===== src/rtl/cam_capture_ctrl.sv =====
// rtl/cam_capture_ctrl.sv - camera byte-stream frame sequencer, pixel assembler and window
module cam_capture_ctrl #(
    parameter int FrameWidth        = 640,
    parameter int FrameHeight       = 480,
    parameter int ActiveFrameWidth  = 512,
    parameter int ActiveFrameHeight = 384,
    parameter int PixelBitWidth     = 16
) (
    input  logic                                 p_clk,
    input  logic                                 RST,
    input  logic                                 i_cfg_done,
    input  logic                                 i_vsync,
    input  logic                                 i_href,
    input  logic [7:0]                           i_data,
    input  logic                                 i_arm,
    input  logic                                 i_fifo_full,
    output logic [PixelBitWidth-1:0]             o_pixel,
    output logic                                 o_pixel_valid,
    output logic [$clog2(ActiveFrameWidth)-1:0]  o_pixel_x,
    output logic [$clog2(ActiveFrameHeight)-1:0] o_pixel_y,
    output logic                                 o_frame_start,
    output logic                                 o_frame_done,
    output logic                                 o_busy,
    output logic                                 o_overflow,
    output logic                                 o_short_frame
);

    localparam int Xoff = (FrameWidth - ActiveFrameWidth) / 2;
    localparam int Yoff = (FrameHeight - ActiveFrameHeight) / 2;
    localparam int CW   = $clog2(FrameWidth + 1);
    localparam int LW   = $clog2(FrameHeight + 1);
    localparam int XW   = $clog2(ActiveFrameWidth);
    localparam int YW   = $clog2(ActiveFrameHeight);

    localparam logic [CW-1:0] COL_LO    = CW'(Xoff);
    localparam logic [CW-1:0] COL_HI    = CW'(Xoff + ActiveFrameWidth);
    localparam logic [CW-1:0] COL_MAX   = CW'(FrameWidth);
    localparam logic [LW-1:0] LINE_LO   = LW'(Yoff);
    localparam logic [LW-1:0] LINE_HI   = LW'(Yoff + ActiveFrameHeight);
    localparam logic [LW-1:0] LINE_LAST = LW'(FrameHeight - 1);

    typedef enum logic [2:0] {
        S_IDLE,
        S_WAIT_ARM,
        S_WAIT_VSYNC,
        S_CAPTURE,
        S_DONE
    } state_t;

    state_t state_q, state_d;

    logic                     cfg_meta_q, cfg_meta_d;
    logic                     cfg_sync_q, cfg_sync_d;
    logic                     vsync_q, vsync_d;
    logic                     href_q, href_d;
    logic [LW-1:0]            line_q, line_d;
    logic [CW-1:0]            col_q, col_d;
    logic                     phase_q, phase_d;
    logic [7:0]               hi_q, hi_d;
    logic [PixelBitWidth-1:0] pixel_q, pixel_d;
    logic                     pixel_valid_q, pixel_valid_d;
    logic [XW-1:0]            pixel_x_q, pixel_x_d;
    logic [YW-1:0]            pixel_y_q, pixel_y_d;
    logic                     frame_start_q, frame_start_d;
    logic                     overflow_q, overflow_d;
    logic                     short_frame_q, short_frame_d;

    logic vsync_rise, vsync_fall, href_fall;
    logic in_capture, start_frame, in_window;
    logic busy, frame_done;

    // Edges compare the registered sample against the live input.
    assign vsync_rise  = ~vsync_q & i_vsync;
    assign vsync_fall  = vsync_q & ~i_vsync;
    assign href_fall   = href_q & ~i_href;
    assign in_capture  = (state_q == S_CAPTURE);
    assign start_frame = (state_q == S_WAIT_VSYNC) & cfg_sync_q & vsync_fall;
    assign in_window   = (col_q >= COL_LO) && (col_q < COL_HI) &&
                         (line_q >= LINE_LO) && (line_q < LINE_HI);

    always_ff @(posedge p_clk) begin
        if (!RST) begin
            state_q <= S_IDLE;
        end else begin
            state_q <= state_d;
        end
    end

    always_comb begin
        state_d = state_q;
        if (!cfg_sync_q) begin
            state_d = S_IDLE;
        end else begin
            case (state_q)
                S_IDLE:       state_d = S_WAIT_ARM;
                S_WAIT_ARM:   if (i_arm) state_d = S_WAIT_VSYNC;
                S_WAIT_VSYNC: if (vsync_fall) state_d = S_CAPTURE;
                S_CAPTURE: begin
                    if (vsync_rise || (href_fall && (line_q == LINE_LAST))) begin
                        state_d = S_DONE;
                    end
                end
                S_DONE:       state_d = i_arm ? S_WAIT_VSYNC : S_WAIT_ARM;
                default:      state_d = S_IDLE;
            endcase
        end
    end

    always_comb begin
        busy       = (state_q == S_WAIT_VSYNC) || (state_q == S_CAPTURE);
        frame_done = (state_q == S_DONE);
    end

    always_comb begin
        cfg_meta_d    = i_cfg_done;
        cfg_sync_d    = cfg_meta_q;
        vsync_d       = i_vsync;
        href_d        = i_href;
        line_d        = line_q;
        col_d         = col_q;
        phase_d       = phase_q;
        hi_d          = hi_q;
        pixel_d       = pixel_q;
        pixel_valid_d = 1'b0;
        pixel_x_d     = pixel_x_q;
        pixel_y_d     = pixel_y_q;
        frame_start_d = start_frame;
        overflow_d    = overflow_q | (pixel_valid_q & i_fifo_full);
        short_frame_d = short_frame_q | (in_capture & vsync_rise & (line_q < LINE_HI));

        if (!in_capture) begin
            line_d  = '0;
            col_d   = '0;
            phase_d = 1'b0;
        end else if (href_fall) begin
            // A dangling odd byte is dropped simply by clearing the phase.
            line_d  = line_q + 1'b1;
            col_d   = '0;
            phase_d = 1'b0;
        end else if (i_href && (col_q != COL_MAX)) begin
            if (!phase_q) begin
                hi_d    = i_data;
                phase_d = 1'b1;
            end else begin
                phase_d = 1'b0;
                col_d   = col_q + 1'b1;
                if (in_window) begin
                    pixel_valid_d = 1'b1;
                    pixel_d       = PixelBitWidth'({hi_q, i_data});
                    pixel_x_d     = XW'(col_q - COL_LO);
                    pixel_y_d     = YW'(line_q - LINE_LO);
                end
            end
        end

        if (start_frame) begin
            overflow_d    = 1'b0;
            short_frame_d = 1'b0;
        end
    end

    always_ff @(posedge p_clk) begin
        if (!RST) begin
            cfg_meta_q    <= 1'b0;
            cfg_sync_q    <= 1'b0;
            vsync_q       <= 1'b0;
            href_q        <= 1'b0;
            line_q        <= '0;
            col_q         <= '0;
            phase_q       <= 1'b0;
            hi_q          <= '0;
            pixel_q       <= '0;
            pixel_valid_q <= 1'b0;
            pixel_x_q     <= '0;
            pixel_y_q     <= '0;
            frame_start_q <= 1'b0;
            overflow_q    <= 1'b0;
            short_frame_q <= 1'b0;
        end else begin
            cfg_meta_q    <= cfg_meta_d;
            cfg_sync_q    <= cfg_sync_d;
            vsync_q       <= vsync_d;
            href_q        <= href_d;
            line_q        <= line_d;
            col_q         <= col_d;
            phase_q       <= phase_d;
            hi_q          <= hi_d;
            pixel_q       <= pixel_d;
            pixel_valid_q <= pixel_valid_d;
            pixel_x_q     <= pixel_x_d;
            pixel_y_q     <= pixel_y_d;
            frame_start_q <= frame_start_d;
            overflow_q    <= overflow_d;
            short_frame_q <= short_frame_d;
        end
    end

    assign o_pixel       = pixel_q;
    assign o_pixel_valid = pixel_valid_q;
    assign o_pixel_x     = pixel_x_q;
    assign o_pixel_y     = pixel_y_q;
    assign o_frame_start = frame_start_q;
    assign o_frame_done  = frame_done;
    assign o_busy        = busy;
    assign o_overflow    = overflow_q;
    assign o_short_frame = short_frame_q;

endmodule


===== config.mk =====
export PLATFORM = sky130hd
export DESIGN_NAME = cam_capture_ctrl
export DESIGN_NICKNAME = d
export VERILOG_FILES = /design/src/rtl/cam_capture_ctrl.sv
export SDC_FILE = /design/constraint.sdc
export NUM_CORES = 1
export LEC_CHECK = 0
export CELL_PAD_IN_SITES_DETAIL_PLACEMENT = 0
export CELL_PAD_IN_SITES_GLOBAL_PLACEMENT = 1
export CORE_ASPECT_RATIO = 2
export CORE_MARGIN = 2
export CORE_UTILIZATION = 35
export DETAILED_ROUTE_END_ITERATION = 6
export PLACE_DENSITY_LB_ADDON = 0.3
export SLEW_MARGIN = 10
export SYNTH_ARGS = -nofsm -noshare
export SYNTH_HDL_FRONTEND = slang
export SYNTH_SLANG_ARGS = --single-unit
export TNS_END_PERCENT = 20

===== constraint.sdc =====
create_clock -name p_clk -period 1.8 [get_ports p_clk]
set_input_delay 0.36 -clock p_clk [delete_from_list [all_inputs] [get_ports p_clk]]
set_output_delay 0.36 -clock p_clk [all_outputs]
set_load 0.05 [all_outputs]

==> reports/qor.txt <==
Die Width - 70.5 µm
R2R Path End - o_pixel[7]$_SDFFE_PN0P_
Final nets - 466
Initial antenna violation count - 0
Post-DP HPWL - 5870 µm
Leakage power - 1.83 nW
FFs w/ async S/R, synth - 0%
Area of the multi-input gates - 1620 µm²
Initial drt markers - 105
Critical-path top delay cell - dfxtp_4
Cell Chain, Critical Path - inv_2 > ha_2 > nor4bb_4 > a211o_1 > and3_4 > buf_6 > buf_12 > nand3_1 > a21oi_1
Worst slew pin tran - 0.308 ns
Area growth, synth to finish - 44.8%
Starting density of the core - 36.0%
Syn_nets - 373
CTS Buf Count - 9
I/O pin cnt - 55
Final Hold Slack - 0.433 ns
Clock Path Buffers - 2
Reg2reg setup slack - 0.05 ns
Antenna diodes - 0
Final count of pins violating max slew - 0
TritonCTS clock tree - built
Remaining Overflow, GRT - 0
Vias - 2805
CTS H-tree lvls - 3
Pint - 2.92 mW
DRT Wirelength - 8230 µm
Seq. cell area - 1470 µm²
Hold WC Path Type - flop to flop
Status - complete, no violations
GPL Wtd Cong - 0.832
Synth Cell Area - 3090 µm²
Critical R2R Launch - col_q[7]$_SDFFE_PP0N_
Port bufs - 54
Total power draw - 3.67 mW
PwrDens - 819 nW/µm²
Crit path kind - flop to flop
Reg power frac - 44.2%
RSZ-0062 raised after global routing - yes
Fillers - 831
Setup Skew - 0.00682 ns
Top_reg_cell synth - dfxtp_1
Reg2Reg Depth - 9
Worst Setup SP - col_q[7]$_SDFFE_PP0N_
Largest net degree at the start of global routing - 25
Routed vias/inst - 5.13
Post-synth top cells - 73 x dfxtp_1, 37 x nor2_1, 33 x a21oi_1, 26 x nand3_1, 21 x nand2_1
Power share of the clock group - 53.2%
Clock Pin Slew Worst Setup and Hold Paths - 0.06 ns
Die Area - 9650 µm²
Number of synthesized register bits - 73
First-pass GRT wire length - 13400 µm
Slew margin rel. - 79.4%
Worst path arrival time - 1.97 ns
Finished Core Util - 52.1%
Post-Synthesis Cells - 349
TritonCTS sink count - 73
Die Height - 137 µm
Top-area cell type share of the netlist area - 47.2%
Comb pwr share - 2.5%
Worst setup SP type - flop
Core box area - 8590 µm²
Syn Area/Cell - 8.86 µm²
Fmax - 0.571 GHz
Max_cap viols - 0
Hold EP - cfg_sync_q$_SDFF_PN0_
Critical Path Sink Type - flop
Most frequent cell after synthesis - dfxtp_1
Row cnt - 48
DR WL/cell - 15.0 µm
DRC Markers - 0
Antenna Nets Post-Route - 0
CP peak stage delay - 0.36 ns
Worst ir drop on vdd - 0.535 mV
Psw - 746 µW
Setup-failing EPs final - 0
Post-synth EDFFs - 0
Clock Latency Late Sink - 0.34 ns
Crit-path max FO - 5
Dominant cells by area after synthesis - dfxtp_1 47%, a21oi_1 5.3%, mux2i_1 4.5%, nor2_1 4.5%, nand3_1 4.2%
Fraction of layout cells with a size suffix above 1 - 31.3%
Final Hold Viols - 0
Seq/Total Area, Yosys - 47.2%
DR pass1 iterations - 4
Net Sw Frac - 20.4%
Dominant cell type by area after synthesis - dfxtp_1
Tmin final - 1.75 ns
Hold Startpoint - cfg_meta_q$_SDFF_PN0_
Tot GR Track Use - 17.9%
Yosys warns - 0
Fin crit share - 97.3%
Clk root buf - clkbuf_16
Synth unique cells - 44
Vias in the first global route - 2792
CP Data Required Time - 2.02 ns
Worst Hold Depth - 1
worst max-delay path by stage:
stage | end | slack, ns | cells after the start
after global placement | col_q[9]$_SDFFE_PP0N_ | -0.48 | 6
after CTS | hi_q[5]$_SDFFE_PN0P_ | -0.04 | 9
final | o_pixel[7]$_SDFFE_PN0P_ | 0.05 | 9
after detailed placement | col_q[9]$_SDFFE_PP0N_ | -0.50 | 6
after floorplan | o_pixel[5]$_SDFFE_PN0P_ | 0.02 | 8
after global routing | hi_q[3]$_SDFFE_PN0P_ | -0.04 | 7
final cells by class:
class,count,share of cell area [%]
Sequential cell,73,32.9
Clock buffer,10,5.34
Inverter,11,0.922
Timing Repair Buffer,105,19.9
Clock inverter,6,2.04
Tap cell,100,2.79
Multi-Input combinational cell,242,36.1
cells by family (layout without fill, tap and decap cells):
kind of cell,after synthesis,count (layout),share of synthesized area (%)
simple gates,123,123,20.3
compound gates,77,77,14.5
flops,73,73,47.2
buf+inv,34,132,4.45
xor+xnor,19,19,5.38
mux,14,14,4.53
fa+ha+maj,9,9,3.64
routing by layer:
layer / GRT usage (%) / wire [µm]
met1: 19.3 / 3340
met2: 31.7 / 4240
met3: 4.86 / 360
met4: 8.65 / 295
met5: 0 / 0
state kept, by name (all words and copies together) (netlist names):
name and cells:
cfg_meta_q 1, cfg_sync_q 1, col_q 10, hi_q 8, href_q 1, line_q 9
o_frame_start 1, o_overflow 1, o_pixel 16, o_pixel_valid 1, o_pixel_x 9, o_pixel_y 9
o_short_frame 1, phase_q 1, state_q 3, vsync_q 1
what timing repair did:
action                     4_1_cts  5_1_grt
setup buffers                    0        3
gates resized for setup          9       36
cloned                           1        0
setup endpoints to repair       44       44
pin swaps                        1        8
hold buffers                     0        0
metrics by stage:
stage,std cells,area (µm²),setup TNS (ns),setup slack [ns]
3_5_place_dp,529,3970,-14.76,-0.499
3_3_place_gp,529,3970,-14.56,-0.479
6_report,547,4480,0,0.0480
4_1_cts,546,4340,-0.289,-0.0421
5_1_grt,547,4480,-0.184,-0.0395
2_1_floorplan,349,3100,0,0.0219
layout by cell type, fill, tap and decap left out, drive strengths merged, types with 2 or more instances in the layout:
| cell type | instances |
|---|---|
| xor2 | 9 |
| nor2b | 2 |
| and2 | 6 |
| a211o | 3 |
| nor4bb | 2 |
| a211oi | 2 |
| a311oi | 2 |
| mux2i | 14 |
| nand3 | 27 |
| and4 | 3 |
| nand4 | 6 |
| nor2 | 37 |
| clkinvlp | 3 |
| clkdlybuf4s50 | 13 |
| clkbuf | 10 |
| nor3 | 3 |
| dfxtp | 73 |
| o21ai | 26 |
| nand2b | 3 |
| or3 | 4 |
| o211a | 2 |
| nand3b | 2 |
| bufinv | 2 |
| xnor2 | 10 |
| nand2 | 21 |
| buf | 91 |
| ha | 9 |
| a31oi | 3 |
| a21oi | 33 |
| inv | 11 |
power by group through the flow:
stage | sequential [mW] | clock (mW) | combinational (mW)
after floorplan | 1.66 | 0 | 0.0314
after global placement | 1.66 | 0 | 0.0910
after detailed placement | 1.66 | 0 | 0.0914
after CTS | 1.62 | 1.99 | 0.0917
after global routing | 1.62 | 2.05 | 0.102
final | 1.62 | 1.95 | 0.0930
worst max-delay path, delay by kind of cell, from the launching register on:
kind                       cells  cell delay, ns
AOI/OAI and AO/OA              2            0.41
DFF                            1            0.36
buffers and inverters          3            0.30
and+or+nand+nor                3            0.39
adders and majority gates      1            0.17
(Power assumes the default switching activity.)
